[src/rtl/load_store_unit.sv]
// Sized, handshaked load/store unit between the execute stage and a data-memory bus.
// Builds byte strobes and replicated store data, aligns/extends load data, stalls the core.
module load_store_unit #(
  parameter int TIMEOUT = 16,
  parameter int CNT_W   = 5
) (
  input  logic        CLK,
  input  logic        reset,
  input  logic        mem_read,
  input  logic        mem_write,
  input  logic [2:0]  funct3,
  input  logic [31:0] addr,
  input  logic [31:0] store_data,
  output logic [31:0] load_data,
  output logic        stall,
  output logic        misaligned,
  output logic        fault,
  output logic        bus_req_valid,
  input  logic        bus_req_ready,
  output logic [31:0] bus_addr,
  output logic        bus_we,
  output logic [3:0]  bus_wstrb,
  output logic [31:0] bus_wdata,
  input  logic        bus_resp_valid,
  input  logic [31:0] bus_rdata,
  input  logic        bus_err
);

  // state  | meaning
  // S_IDLE | waiting for a memory op; issues legal aligned ops
  // S_REQ  | bus_req_valid high until the bus accepts
  // S_WAIT | waiting for response, timeout counter running
  // S_DONE | one un-stalled cycle so the core advances
  typedef enum logic [1:0] {S_IDLE, S_REQ, S_WAIT, S_DONE} state_t;

  state_t           state;
  logic [CNT_W-1:0] count;
  logic [2:0]       lat_funct3;
  logic [1:0]       lat_lane;

  logic        mem_op;
  logic        legal;
  logic        req;
  logic [3:0]  strb_next;
  logic [31:0] wdata_next;
  logic [31:0] rd_byte_sh;
  logic [31:0] rd_half_sh;
  logic [31:0] rd_ext;

  assign mem_op = mem_read | mem_write;

  always_comb begin
    legal = 1'b0;
    if (mem_write)
      legal = (funct3 == 3'b000) || (funct3 == 3'b001) || (funct3 == 3'b010);
    else
      legal = (funct3 == 3'b000) || (funct3 == 3'b001) || (funct3 == 3'b010) ||
              (funct3 == 3'b100) || (funct3 == 3'b101);
  end

  // Illegal encodings fault instead of being reported as misaligned.
  assign misaligned = mem_op & legal &
                      (((funct3[1:0] == 2'b01) & addr[0]) |
                       ((funct3[1:0] == 2'b10) & (addr[1:0] != 2'b00)));

  assign req   = mem_op & legal & ~misaligned;
  assign stall = ((state == S_IDLE) & req) | (state == S_REQ) | (state == S_WAIT);

  always_comb begin
    strb_next  = 4'b1111;
    wdata_next = store_data;
    case (funct3[1:0])
      2'b00: begin
        strb_next  = 4'b0001 << addr[1:0];
        wdata_next = {4{store_data[7:0]}};
      end
      2'b01: begin
        strb_next  = 4'b0011 << addr[1:0];
        wdata_next = {2{store_data[15:0]}};
      end
      default: ;
    endcase
  end

  assign rd_byte_sh = bus_rdata >> {lat_lane, 3'b000};
  assign rd_half_sh = bus_rdata >> {lat_lane[1], 4'b0000};

  always_comb begin
    rd_ext = bus_rdata;
    case (lat_funct3)
      3'b000:  rd_ext = {{24{rd_byte_sh[7]}}, rd_byte_sh[7:0]};
      3'b001:  rd_ext = {{16{rd_half_sh[15]}}, rd_half_sh[15:0]};
      3'b100:  rd_ext = {24'd0, rd_byte_sh[7:0]};
      3'b101:  rd_ext = {16'd0, rd_half_sh[15:0]};
      default: rd_ext = bus_rdata;
    endcase
  end

  always_ff @(posedge CLK) begin
    if (reset) begin
      state         <= S_IDLE;
      count         <= '0;
      load_data     <= '0;
      fault         <= 1'b0;
      bus_req_valid <= 1'b0;
      bus_addr      <= '0;
      bus_we        <= 1'b0;
      bus_wstrb     <= '0;
      bus_wdata     <= '0;
      lat_funct3    <= '0;
      lat_lane      <= '0;
    end else begin
      fault <= 1'b0;
      case (state)
        S_IDLE: begin
          if (req) begin
            bus_addr      <= {addr[31:2], 2'b00};
            bus_we        <= mem_write;
            bus_wstrb     <= mem_write ? strb_next : 4'b0000;
            bus_wdata     <= wdata_next;
            lat_funct3    <= funct3;
            lat_lane      <= addr[1:0];
            bus_req_valid <= 1'b1;
            state         <= S_REQ;
          end else if (mem_op & ~legal) begin
            fault <= 1'b1;
          end
        end
        S_REQ: begin
          if (bus_req_ready) begin
            bus_req_valid <= 1'b0;
            count         <= '0;
            state         <= S_WAIT;
          end
        end
        S_WAIT: begin
          if (bus_resp_valid) begin
            state <= S_DONE;
            fault <= bus_err;
            if (!bus_we) load_data <= bus_err ? 32'd0 : rd_ext;
          end else if (count == CNT_W'(TIMEOUT - 1)) begin
            state <= S_DONE;
            fault <= 1'b1;
            if (!bus_we) load_data <= 32'd0;
          end else begin
            count <= count + 1'b1;
          end
        end
        S_DONE:  state <= S_IDLE;
        default: state <= S_IDLE;
      endcase
    end
  end

endmodule

[config.mk]
export PLATFORM = sky130hd
export DESIGN_NAME = load_store_unit
export DESIGN_NICKNAME = d
export VERILOG_FILES = /design/src/rtl/load_store_unit.sv
export SDC_FILE = /design/constraint.sdc
export NUM_CORES = 1
export LEC_CHECK = 0
export BUFFER_PORTS_ARGS = -buffer_cell sky130_fd_sc_hd__buf_2
export CAP_MARGIN = 20
export CORE_AREA = 2 2 101 113
export CTS_CLUSTER_DIAMETER = 40
export DETAILED_ROUTE_END_ITERATION = 10
export DIE_AREA = 0 0 103 115
export GPL_TIMING_DRIVEN = 0
export PLACE_DENSITY = 0.79
export SLEW_MARGIN = 40
export SYNTH_ARGS = -nofsm -noshare
export SYNTH_HDL_FRONTEND = slang
export SYNTH_SLANG_ARGS = --single-unit
[constraint.sdc]
create_clock -name CLK -period 2.55 [get_ports CLK]
set_input_delay 0.3825 -clock CLK [delete_from_list [all_inputs] [get_ports CLK]]
set_output_delay 0.3825 -clock CLK [all_outputs]
set_load 0.02 [all_outputs]
### After elaboration in Yosys (flattened, before gate mapping)

Cells that the tools add are included.

* register bits: 113
* output and inout port bits: 105
* input bits: 106
* word-level logic and storage cells: 93

* bitwise logic cells: 13
* equality and inequality tests: 20
* shifts and indexed selects: 4
* reduce and logical (&&, ||, !) cells: 17
* muxes and demuxes: 27
* add/subtract/negate cells: 1

Operators with widths (count)
* $mux W32: 5
* $pmux W32 S4: 1
* $pmux W32 S2: 1
* $shr A32 B5 Y16: 1
* $shr A32 B5 Y8: 1
* $mux W5: 3
* $eq A3 B3 Y1 const B: 4
* $ne A2 B2 Y1 const B: 6
* $pmux W5 S2: 1
* $mux W2: 4
* $pmux W2 S4: 1
* $pmux W4 S2: 1
* $reduce_and A4 Y1: 2
* $reduce_bool A2 Y1: 4
* $and A1 B1 Y1: 7
* $mux W1: 7
* $eq A2 B2 Y1 const B: 3
* $eq A3 B1 Y1 const B: 2
* $logic_not A3 Y1: 2
* $reduce_and A3 Y1: 2
* $add A5 B1 Y5 const B: 1
* $eq A5 B4 Y1 const B: 1
* $eq A2 B1 Y1 const B: 2
* $logic_not A2 Y1: 2
* 10 further kinds: 18

### Logic depth before layout (Yosys ltp)

Gate-level depths: netlist (run 1).

* word-level depth: 13
* depth in mapped cells: 11
* mapped depth without buffers: 8

### Worst setup path before layout (run 1)

No wires, ideal clock.

* kind: reg-to-reg
* from: reg count[0]
* to: reg load_data[13]
* library setup time: 0.117 ns
* setup slack: 0.451 ns
* data arrival time: 1.981 ns
* clock period less this slack: 2.099 ns
* required time: 2.433 ns
* cell stages (with the launch flop): 11
* buffers on the path: 3
* cell sequence: dfxtp_1 -> ha_1 -> and3_1 -> ha_1 -> nor2_1 -> or3b_1 -> clkbuf_1 -> nor2b_1 -> buf_2 -> buf_2 -> a32o_1

* longest elaborated chain between the ends: 3
* elaborated cells between the ends (all ways): 4
* those cells by class: 2 x eq/ne; 2 x reduce/logical

Ends and longest elaborated chain
* start, declared: line 37 `logic [CNT_W-1:0] count;`
* start signal, assigned: line 146 `count <= count + 1'b1;`
* $eq A5 B4 Y1 (*): line 141 `end else if (count == CNT_W'(TIMEOUT - 1)) begin`
* $ne A2 B2 Y1 (no line) / $reduce_bool A2 Y1 (equally long branches)
* $reduce_and A4 Y1 (no line) (*)
* end signal, assigned: line 140 `if (!bus_we) load_data <= bus_err ? 32'd0 : rd_ext;`
* end, declared: line 14 `output logic [31:0] load_data,`

Every way passes the cells marked *; elsewhere a longest branch is shown, timed or not.
A chain may end at the register's enable or synchronous reset.

### Worst setup path in the final report (run 1)

* from: reg state[0]
* to: out stall

* longest elaborated chain between the ends: 4
* elaborated cells between the ends (all ways): 6
* those cells by class: 2 x eq/ne; 3 x bitwise; 1 x reduce/logical

Ends and longest elaborated chain
* start, declared: line 36 `state_t state;`
* start signal, assigned: line 101 `state <= S_IDLE;`
* start signal, assigned: line 124 `state <= S_REQ;`
* start signal, assigned: line 133 `state <= S_WAIT;`
* $logic_not A2 Y1: line 67 `assign stall = ((state == S_IDLE) & req) | (state == S_REQ) | (state == S_WAIT);`
* $and A1 B1 Y1: line 67
* $or A1 B1 Y1: line 67
* $or A1 B1 Y1 (*): line 67
* end, declared: line 15 `output logic stall,`

Marked as above.

==> flow_metrics.tcl, run 1 <==
set metrics [dict create \
    status "finished clean" \
    syn_area_um2 5010 \
    cp.arrival_ns 1.98 \
    io_buffers 204 \
    ys_seq_area_share_pct 45.15 \
    root_buffer "clkbuf_16" \
    track_usage_pct 26.09 \
    ys_types 43 \
    crit_fanout 10 \
    grtUsageMet1_pct 28.25 \
    layout_common_cells "buf_2, nand2_1, dfxtp_1" \
    pwr-share-comb_pct 26.7 \
    cellPowerDensity_nw_per_um2 853.6 \
    leakage_nw 3.088 \
    max_slew_margin_pct 56.65 \
    fin_crit_sh_pct 92.73 \
    setup_ws_ns 0.1854 \
    drive_gt1_share_pct 32.44 \
    setup_viol 0 \
    diodes 0 \
    grt_pass1_vias 4934 \
    vias_per_cell 5.186 \
    ant_nets 0 \
    skew_ns 0.007211 \
    grt_max_degree 17 \
    pwr-share-clk_pct 37.4 \
    drt_iter0_drc 254 \
    period_needed_ns 2.365 \
    cp-end-kind "primary output" \
    cts_buffers 17 \
    worst_slew_pin_slew_ns 0.6502 \
    overflow 0 \
    die_area_um2 11850 \
    placementRows 40 \
    ctsHtreeMaxLevel 4 \
    power.total_mw 5.778 \
    finalHoldViolCount 0 \
    top_usage_layer "met2" \
    ys_seq_elements 113 \
    initial_core_util_pct 46.78 \
    yosysWarnings 0 \
    preCtsSetupSlack_ns 0.1466 \
    synth_edf_count 0 \
    vias 5222 \
    rsz0062_at_grt "false" \
    nets 958 \
    switching_share_pct 34.44 \
    insertion_delay_ns 0.41 \
    mostFrequentLayoutCell "buf_2" \
    p_sw_mw 1.990 \
    clock_sinks 113 \
    grt_use_met2_pct 46.15 \
    globalplace.congestion 0.8664 \
    max-cap-violations 0 \
    syn-mean-instance-area_um2 8.029 \
    antenna_found_initial 0 \
    hold_path.class "in2reg" \
    drc_errors 0 \
    hold_buffers 0 \
    syn_to_final_growth_pct 35.11 \
    wire_per_inst_um 15.62 \
    max_freq_ghz 0.4229 \
    cts.clk_slew.worst_paths_ns 0.06 \
    routed_wl_um 15730 \
    slew_violations 0 \
    met3_usage_pct 7.964 \
    cts_tree "built" \
    drt-pass1-iter-count 5 \
    cp-start-kind "flop" \
    seqPwrFrac_pct 35.8 \
    power.internal_mw 3.788 \
    fin_tns_setup_ns 0 \
    pin_count 211 \
    netlist_instances 624 \
    synthFlopType "dfxtp_1" \
    die_width_um 103 \
    dp_hpwl_um 11980 \
    cts_buffer_depth 2 \
    synthArstFlopShare_pct 0 \
    die_h_um 115 \
    crit_type "reg2out" \
    postLayoutCoreUtil_pct 63.20 \
    grt_pass1_wl_um 23700 \
    coreArea_um2 10710 \
    worst-endpoint-required_ns 2.17 \
    irDropWorstVdd_mv 0.3455 \
]
[metrics by stage]
step           instances  hold slack [ns]  instance area [µm²]
6_report            1007           0.2050                 6769
5_1_grt             1007           0.2011                 6769
4_1_cts             1008           0.1929                 6765
3_5_place_dp         976           0.4334                 6218
3_3_place_gp         976           0.4293                 6218
2_1_floorplan        625           0.4319                 5014
[cells in the mapped netlist, types with 2 or more instances]
master / count / area share, %
nand2b_1: 9 / 1.1
a32o_1: 6 / 1.2
buf_2: 18 / 1.8
nand3b_1: 2 / 0.30
clkbuf_1: 22 / 1.6
buf_6: 5 / 1.1
a21oi_1: 74 / 7.4
mux2_2: 4 / 0.90
o211ai_1: 10 / 1.5
a311oi_1: 8 / 1.4
a21o_1: 2 / 0.30
a211oi_2: 8 / 2.0
buf_4: 4 / 0.60
nor2_1: 47 / 3.5
a22oi_1: 6 / 0.90
mux2i_1: 27 / 5.4
inv_1: 13 / 0.97
and3_1: 3 / 0.37
o21ai_0: 46 / 4.6
nor2b_1: 6 / 0.75
xor2_1: 3 / 0.52
nand2_1: 162 / 12
ha_1: 5 / 1.2
nand3_1: 2 / 0.20
nor3_1: 2 / 0.20
dfxtp_1: 113 / 45
[what timing repair did]
item	CTS	global route
gates resized for setup	0	3
hold endpoints to repair	0	0
buffers inserted	0	0
endpoints found under the setup margin	0	21
[power groups by stage]
stage                     logic (mW)  clock network [mW]  registers, mW
after global placement          1.52                   0           2.09
final                           1.55                2.16           2.07
after detailed placement        1.53                   0           2.10
after CTS                       1.54                2.19           2.07
after floorplan                0.810                   0           2.30
after global routing            1.69                2.28           2.09
[kinds of logic after synthesis]
group,count (synthesis),share of synthesized area [%]
XOR/XNOR,3,0.5246
AO/OA/AOI/OAI,168,20.73
AND/OR/NAND/NOR,239,19.66
adder cells (fa/ha/maj),5,1.249
multiplexers,31,6.294
buffers and inverters,64,6.319
other,1,0.07485
flip-flops,113,45.15
[per-layer routing]
| metal | routed length (µm) | vias to the layer above | part of all wire (%) |
|---|---|---|---|
| met5 | 0 | - | 0 |
| met4 | 484 | 0 | 3.1 |
| met3 | 1343 | 39 | 8.5 |
| met2 | 7720 | 233 | 49 |
| met1 | 6181 | 2387 | 39 |
| li1 | - | 2563 | - |
[layout make-up]
cell class	instances	area [µm²]
Sequential cell	113	2262
Tap cell	147	183.9
Multi-Input combinational cell	448	2437
Buffer	50	269.0
Inverter	13	48.80
Clock buffer	18	439.2
Timing Repair Buffer	204	1021
Fill cell	990	3941
Clock inverter	14	107.6
[worst max-delay path, stage by stage, from the launching register on]
cell and delay (ns):
dfxtp_1 0.35, inv_1 0.08, ha_1 0.24, nand3_1 0.14, clkbuf_4 0.26, clkbuf_4 0.24
nand2_1 0.09, buf_2 0.16
[worst paths after layout]
kind | slack [ns] | from | end | depth (start not counted)
setup / recovery | 0.19 | state[0]$_SDFFE_PP0P_ | stall | 7
hold / removal | 0.20 | addr[19] | bus_addr[19]$_SDFFE_PP0P_ | 3
setup reg to reg | 0.28 | count[0]$_SDFFE_PP0P_ | load_data[14]$_SDFFE_PP0P_ | 9
hold reg to reg | 0.44 | load_data[15]$_SDFFE_PP0P_ | load_data[15]$_SDFFE_PP0P_ | 1
[sequential cells by signal, indices dropped and copies added (netlist names)]
register and cells:
lat_lane 2, lat_funct3 3, fault 1, bus_wstrb 4, bus_wdata 32, count 5, state 2, bus_addr 30
bus_we 1, bus_req_valid 1, load_data 32
No activity file was read; power rests on OpenSTA's default activity.
==> run 2: changes to the inputs <==
BUFFER_PORTS_ARGS = default   (was -buffer_cell sky130_fd_sc_hd__buf_2)
CORE_AREA = 2 2 99 110   (was 2 2 101 113)
DIE_AREA = 0 0 101 112   (was 0 0 103 115)
DONT_BUFFER_PORTS = 1   (was default)
PLACE_DENSITY = 0.67   (was 0.79)
clock period = 2 ns   (was 2.55 ns; I/O delays follow)
==> run 2 against run 1 <==
  * Combinational power decreased by 8%
  * Clock skew increased by 0.0066 ns
  * Count of clock-buffer cells in the layout decreased by 1
  * Sequential share of layout area increased by 5.0 points
  * Final cell count decreased by 22%
  * Highest routed layer unchanged
  * Largest cell class unchanged
  * First-iteration DRC count decreased by 1.6%
==> flow_metrics.tcl, run 2 (synthesis results as in run 1) <==
set metrics [dict create \
    status "finished clean" \
    rsz0062_at_grt "false" \
    slowest_stage "or3b_4" \
    max_freq_ghz 0.5156 \
    overflow 0 \
    antenna_found_initial 0 \
    vias 4588 \
    cp-start-kind "flop" \
    pin_count 211 \
    worst-endpoint-required_ns 2.30 \
    cpPeakStageDelay_ns 0.43 \
    ctsHtreeMaxLevel 4 \
    cts_buffer_depth 2 \
    cp.arrival_ns 2.24 \
    crit_fanout 5 \
    drt-pass1-iter-count 5 \
    vias_per_cell 5.837 \
    nets 761 \
    fin_crit_sh_pct 96.98 \
    dp_hpwl_um 11240 \
    ant_nets 0 \
    io_buffers 0 \
    grt_pass1_vias 4377 \
    largest_registers "bus_wdata x32, load_data x32, bus_addr x30" \
    drc_errors 0 \
    skew_ns 0.01377 \
    hold_ws_ns 0.02714 \
    globalplace.congestion 0.9377 \
    finalHoldViolCount 0 \
    root_buffer "clkbuf_16" \
    die_width_um 101 \
    power.total_mw 7.426 \
    worst_slew_pin_slew_ns 0.6443 \
    cp-end-kind "flop" \
    initial_core_util_pct 48.89 \
    drt_iter0_drc 250 \
    clock_sinks 113 \
    leakage_nw 2.232 \
    crit_top_cell "ha_4" \
    mostFrequentLayoutCell "nand2_1" \
    grt_max_degree 17 \
    cellPowerDensity_nw_per_um2 1255 \
    slew_violations 0 \
    setup_viol 0 \
    r2r_cells 8 \
    diodes 0 \
    track_usage_pct 26.61 \
    layout_common_cells "nand2_1, dfxtp_1, a21oi_1" \
    cts.clk_slew.worst_paths_ns 0.06 \
    period_needed_ns 1.940 \
    die_area_um2 11310 \
    hold_depth 2 \
    cts_tree "built" \
    syn_to_final_growth_pct 18.13 \
    crit_type "reg2reg" \
    coreArea_um2 10250 \
    worstPathCellList "ha_4, and3_4, ha_4, nor2_2, or3b_4, nor2b_4, buf_6, a32o_1" \
    routed_wl_um 15460 \
    hold_path.class "in2reg" \
    max-cap-violations 0 \
    wire_per_inst_um 19.67 \
    placementRows 39 \
    die_h_um 112 \
    fillCellCount 997 \
    insertion_delay_ns 0.41 \
    cts_buffers 17 \
    max_slew_margin_pct 57.05 \
    grt_pass1_wl_um 23200 \
    drive_gt1_share_pct 14.63 \
    irDropWorstVdd_mv 0.5437 \
]
[run 2: cell count changes in the layout (fill, tap and decap cells not counted), moves of 3 or more]
cell / before / now
clkinvlp_4: 5 / 2
dfxtp_1: 113 / 110
buf_2: 220 / 15
inv_6: 3 / 7
ha_1: 5 / 2
buf_6: 5 / 9
buf_4: 4 / 10
[run 2: worst paths after layout]
check | from | to | slack (ns)
setup / recovery | count[0]$_SDFFE_PP0P_ | load_data[13]$_SDFFE_PP0P_ | 0.06
hold / removal | addr[26] | bus_addr[26]$_SDFFE_PP0P_ | 0.03
setup reg to reg | count[0]$_SDFFE_PP0P_ | load_data[13]$_SDFFE_PP0P_ | 0.06
hold reg to reg | count[4]$_SDFFE_PP0P_ | count[4]$_SDFFE_PP0P_ | 0.47
[run 2: per-layer routing]
metal  part of all wire (%)  track usage, %  vias up
met2                     51           46.53      235
met1                     37           28.54     2150
met5                      0               0        -
li1                       -               -     2172
met3                    9.5           9.918       31
met4                    2.6           11.08        0
[run 2: final cells by class]
class | count | area, µm² | area share, %
plain buffers | 49 | 290.3 | 4.905
clock buffers | 17 | 425.4 | 7.188
clock inverters | 15 | 170.2 | 2.875
inverters | 13 | 48.80 | 0.8245
multi-input cells | 449 | 2511 | 42.43
flip-flops and latches | 113 | 2271 | 38.37
well taps | 123 | 153.9 | 2.600
repair buffers | 7 | 47.55 | 0.8034
[run 2: power by group]
part | switching [mW] | total (mW) | internal, mW
Sequential | 0.458 | 2.96 | 2.50
Clock | 1.16 | 3.03 | 1.87
Combinational | 0.901 | 1.43 | 0.533
[run 2: metrics by stage]
step	util, %	area, µm²	setup WS [ns]	instances	TNS [ns]
after floorplan	-	5065	-0.04112	625	-0.2883
after global placement	50.93	5219	-0.1717	748	-3.177
after detailed placement	50.93	5219	-0.2008	748	-3.581
after CTS	57.53	5896	0.000001554	785	0
after global routing	57.75	5918	0.002753	786	0
final	57.75	5918	0.06037	786	0
[run 2: repair_timing]
action	CTS	global route
resized for setup	15	9
setup endpoints to repair	28	18
pin swaps	3	1
buffers inserted	3	2
hold buffers	0	0
cloned	3	0
endpoints found under the hold margin	0	0
[run 2: critical path, delay by kind of cell (launching register included)]
kind	cells	cell delay, ns
buffers and inverters	1	0.17
adders and majority gates	2	0.28
AOI/OAI and AO/OA	1	0.20
DFF	1	0.36
and+or+nand+nor	4	0.85
